## src/rtl/or_reduce_packetizer.sv

```systemverilog
// Packet accumulator: ORs every word of a packet, counts its beats (saturating),
// and presents the result on a registered valid/ready port with backpressure.
module or_reduce_packetizer #(
    parameter int W     = 8,
    parameter int CNT_W = 8
) (
    input  logic             clk,
    input  logic             rst_n,
    input  logic             up_valid,
    output logic             up_ready,
    input  logic [W-1:0]     up_data,
    input  logic             up_last,
    output logic             down_valid,
    input  logic             down_ready,
    output logic [W-1:0]     down_vec,
    output logic             down_or,
    output logic [CNT_W-1:0] down_beats,
    output logic             down_sat
);

    typedef enum logic [1:0] {IDLE, ACCUM, HOLD} state_t;

    localparam logic [CNT_W-1:0] CNT_MAX = '1;
    localparam logic [CNT_W-1:0] CNT_ONE = CNT_W'(1);

    state_t           state_reg,      state_next;
    logic [W-1:0]     acc_vec_reg,    acc_vec_next;
    logic [CNT_W-1:0] acc_beats_reg,  acc_beats_next;
    logic             acc_sat_reg,    acc_sat_next;
    logic             down_valid_reg, down_valid_next;
    logic [W-1:0]     down_vec_reg,   down_vec_next;
    logic [CNT_W-1:0] down_beats_reg, down_beats_next;
    logic             down_sat_reg,   down_sat_next;

    logic             accept;
    logic [W-1:0]     merged_vec;
    logic             at_max;
    logic [CNT_W-1:0] inc_beats;
    logic             inc_sat;

    assign up_ready   = (state_reg != HOLD);
    assign accept     = up_valid && up_ready;
    assign merged_vec = acc_vec_reg | up_data;
    assign at_max     = (acc_beats_reg == CNT_MAX);
    // Counter sticks at its maximum; one more beat past it marks saturation.
    assign inc_beats  = at_max ? acc_beats_reg : acc_beats_reg + CNT_ONE;
    assign inc_sat    = acc_sat_reg | at_max;

    always_ff @(posedge clk or negedge rst_n) begin
        if (!rst_n) begin
            state_reg      <= IDLE;
            acc_vec_reg    <= '0;
            acc_beats_reg  <= '0;
            acc_sat_reg    <= 1'b0;
            down_valid_reg <= 1'b0;
            down_vec_reg   <= '0;
            down_beats_reg <= '0;
            down_sat_reg   <= 1'b0;
        end else begin
            state_reg      <= state_next;
            acc_vec_reg    <= acc_vec_next;
            acc_beats_reg  <= acc_beats_next;
            acc_sat_reg    <= acc_sat_next;
            down_valid_reg <= down_valid_next;
            down_vec_reg   <= down_vec_next;
            down_beats_reg <= down_beats_next;
            down_sat_reg   <= down_sat_next;
        end
    end

    always_comb begin
        state_next      = state_reg;
        acc_vec_next    = acc_vec_reg;
        acc_beats_next  = acc_beats_reg;
        acc_sat_next    = acc_sat_reg;
        down_valid_next = down_valid_reg;
        down_vec_next   = down_vec_reg;
        down_beats_next = down_beats_reg;
        down_sat_next   = down_sat_reg;
        case (state_reg)
            IDLE: begin
                if (accept) begin
                    if (up_last) begin
                        state_next      = HOLD;
                        down_valid_next = 1'b1;
                        down_vec_next   = up_data;
                        down_beats_next = CNT_ONE;
                        down_sat_next   = 1'b0;
                    end else begin
                        state_next     = ACCUM;
                        acc_vec_next   = up_data;
                        acc_beats_next = CNT_ONE;
                        acc_sat_next   = 1'b0;
                    end
                end
            end
            ACCUM: begin
                if (accept) begin
                    if (up_last) begin
                        state_next      = HOLD;
                        down_valid_next = 1'b1;
                        down_vec_next   = merged_vec;
                        down_beats_next = inc_beats;
                        down_sat_next   = inc_sat;
                        acc_vec_next    = '0;
                        acc_beats_next  = '0;
                        acc_sat_next    = 1'b0;
                    end else begin
                        acc_vec_next   = merged_vec;
                        acc_beats_next = inc_beats;
                        acc_sat_next   = inc_sat;
                    end
                end
            end
            HOLD: begin
                // Result data stays put after handoff; only valid drops.
                if (down_ready) begin
                    state_next      = IDLE;
                    down_valid_next = 1'b0;
                end
            end
            default: state_next = IDLE;
        endcase
    end

    assign down_valid = down_valid_reg;
    assign down_vec   = down_vec_reg;
    assign down_or    = |down_vec_reg;
    assign down_beats = down_beats_reg;
    assign down_sat   = down_sat_reg;

endmodule

```

## config.mk

```make
export PLATFORM = sky130hd
export DESIGN_NAME = or_reduce_packetizer
export DESIGN_NICKNAME = d
export VERILOG_FILES = /design/src/rtl/or_reduce_packetizer.sv
export SDC_FILE = /design/constraint.sdc
export NUM_CORES = 1
export LEC_CHECK = 0
export BUFFER_PORTS_ARGS = -buffer_cell sky130_fd_sc_hd__buf_2
export CAP_MARGIN = 25
export CORE_MARGIN = 2
export CORE_UTILIZATION = 54
export DETAILED_ROUTE_END_ITERATION = 12
export PLACE_DENSITY = 0.78
export SYNTH_ARGS = -nofsm -noshare
export SYNTH_HDL_FRONTEND = slang
export SYNTH_SLANG_ARGS = --single-unit
export TNS_END_PERCENT = 1
```

## constraint.sdc

```tcl
create_clock -name clk -period 2.1 [get_ports clk]
set_input_delay 0.21 -clock clk [delete_from_list [all_inputs] [get_ports clk]]
set_output_delay 0.21 -clock clk [all_outputs]
set_load 0.02 [all_outputs]
```

==> impl_metrics.ini <==
[outcome]
outcome = finished clean

[die]
die_width_um = 60.90
fp-row-count = 20
core-area_sq_mm = 0.003078
initial_core_util_pct = 56.79
io_pins = 33
die_h_um = 60.90
die-area_sq_mm = 0.003708

[sta]
layout_min_cycle_time_ps = 1930
hold_violations = 0
setup_viol = 0
fin_skew_ps = 19.10
rsz0062_at_grt = no
tightest_slew_ps = 800.7
finalCritPeriodShare_pct = 91.91
slew_violations = 0
slew_headroom_pct = 46.26
fmax_mhz = 518.1
fin_setup_tns_ps = 0

[route]
viasPerCell = 5.569
ant_nets = 0
drt_iter0_markers = 89
post-route-drc-count = 0
vias = 1487
wl_per_cell_um = 14.14
wl_um = 3775
drtPass1Iterations = 4

[clock_network]
insertion_delay_ps = 360
clk_pin_slew_worst_paths_ps = 110
cts_sinks = 37
clockRootBuffer = clkbuf_4
clock_path_buffers = 2
numCtsBuffers = 5
cts_tree = yes
h-tree-depth = 2

[synth]
yosysSeqAreaShare_pct = 52.97
postSynthNetCount = 201
synth.cells.most_frequent = dfrtp_1 (37), nand2_1 (30), o21ai_0 (25), a21oi_1 (18), nor2_1 (13)
synthArstFlopShare_pct = 100.0
ys_types = 39
ys_warn_count = 0
synth_edf_count = 0
synth_ff_type = dfrtp_1
synthTopCellsByArea = dfrtp_1 (53%), o21ai_0 (7.2%), nand2_1 (6.4%), a21oi_1 (5.2%), a22oi_1 (3.4%)
synth_area_sq_mm = 0.001748
yosys.area.top_type = dfrtp_1
synth_most_common_cell = dfrtp_1
synth.avg_cell_area_sq_um = 9.347
ys_ff_latch = 37
netlist_instances = 187
yosysTopAreaCellShare_pct = 52.97

[worst_setup_path]
path_depth = 5
reg2reg_setup_slack_ps = 170
criticalPathCategory = flip-flop to flip-flop
path_cells = ha_1, and3_2, or4b_4, o21ai_0, o21ai_0
cp_data_arrival_time_ps = 2140
crit_path_frequent_cell = o21ai_0
crit_fanout = 7
crit_end = down_beats[7]$_DFFE_PN0P_
cp_slowest_cell = or4b_4
crit_path_end_kind = flip-flop
cp-start-kind = flip-flop
max_stage_delay_ps = 550
reg2reg_to = down_beats[7]$_DFFE_PN0P_
r2r_start = acc_beats_reg[0]$_DFFE_PN0P_
cp.required_ps = 2310
crit_start = acc_beats_reg[0]$_DFFE_PN0P_
rr_worst_depth = 5
crit_buf_inv = 0
critPathTopFamily = simple AND/OR/NAND/NOR gates

[global_route]
grt_pass1_wl_um = 5996
grt_busiest_layer = met2
use_met3_pct = 6.610
grt_max_degree = 38
grt_usage_pct = 22.76
grt_pass1_vias = 1380
grt_antenna_before_repair = 0
met1_usage_pct = 27.01
grtUsageMet2_pct = 37.17
gr-total-overflow = 0

[cells_and_area]
final_area_sq_mm = 0.002009
syn_to_final_growth_pct = 14.96
diodes = 0
drive_gt1_share_pct = 22.42
nets = 236

[pwr]
p_leak_nw = 0.9288
vdd_drop_max_mv = 0.3407
power-per-cell-area_mw_per_mm2 = 836.9

[placement]
dp_hpwl_um = 2561
postPlaceCellArea_sq_mm = 0.001946
gp_congestion = 0.9595
portBuffers = 32

[job]
drv_cap = 0

[min_path]
hp-class = input port to flip-flop
==> area by class of cell <==
cell class                      instances  area, sq um
Sequential cell                        37        927.1
Tap cell                               44        55.05
Multi-Input combinational cell        134        745.7
Clock inverter                          2        10.01
Timing Repair Buffer                   38        207.7
Clock buffer                            6        41.29
Fill cell                             293         1069
Inverter                                6        22.52
==> metrics by stage <==
step / power, mW / cells / utilization [%] / hold WS (ps) / setup WS [ps]
2_1_floorplan: 1.181 / 187 / - / -85.59 / 270.9
3_3_place_gp: 1.308 / 258 / 63.21 / 334.5 / 257.2
3_5_place_dp: 1.332 / 258 / 63.21 / 344.0 / 194.5
4_1_cts: 1.692 / 267 / 65.20 / 35.49 / 139.7
5_1_grt: 1.788 / 267 / 65.28 / 40.70 / 1.326
6_report: 1.682 / 267 / 65.28 / 45.59 / 169.8
==> layout by cell type, fill, tap and decap left out, types with 2 or more instances in the layout <==
cell type,count
dfrtp_1,36
buf_2,32
nand2_1,30
o21ai_0,25
a21oi_1,18
nor2_1,13
a22oi_1,8
inv_1,6
clkbuf_4,5
buf_4,5
nand3_1,4
xnor2_1,3
a22o_1,3
nand2b_1,2
nor4_1,2
nor2b_1,2
nand4_1,2
a31oi_1,2
clkinv_2,2
==> metal layers <==
| layer | wire (um) | vias up | part of all wire [%] |
|---|---|---|---|
| met3 | 192 | 7 | 5.1 |
| li1 | - | 734 | - |
| met1 | 1637 | 707 | 43 |
| met5 | 0 | - | 0 |
| met4 | 79 | 0 | 2.1 |
| met2 | 1866 | 39 | 49 |
==> timing repair <==
item	CTS	global route
hold endpoints to repair	37	0
setup endpoints to repair	0	1
buffers inserted	0	0
resized for setup	0	2
hold buffers	1	0
==> cells by family (layout without fill, tap and decap cells) <==
family | count (synthesis) | count (layout) | synth area share (%)
AND/OR/NAND/NOR | 61 | 61 | 16.11
flip-flops | 37 | 37 | 52.97
buffers and inverters | 16 | 52 | 4.438
adder cells (fa/ha/maj) | 1 | 1 | 0.7157
AO/OA/AOI/OAI | 68 | 68 | 23.69
multiplexers | 1 | 1 | 0.5727
XOR/XNOR | 3 | 3 | 1.503
==> where the power goes <==
group          leakage, nW  switching, mW  internal (mW)
Combinational        0.424          0.236          0.156
Sequential           0.472          0.100          0.824
Clock               0.0320          0.238          0.127
==> how the worst min path moves through the flow <==
stage | from | to | cells after the start
final | down_ready | state_reg[1]$_DFFE_PN0P_ | 2
after global routing | down_ready | state_reg[1]$_DFFE_PN0P_ | 2
after CTS | down_ready | state_reg[1]$_DFFE_PN0P_ | 2
after detailed placement | rst_n | state_reg[1]$_DFFE_PN0P_ | 1
after global placement | rst_n | down_valid$_DFFE_PN0P_ | 1
after floorplan | rst_n | acc_beats_reg[0]$_DFFE_PN0P_ | 0
No activity file was read; power rests on OpenSTA's default activity.
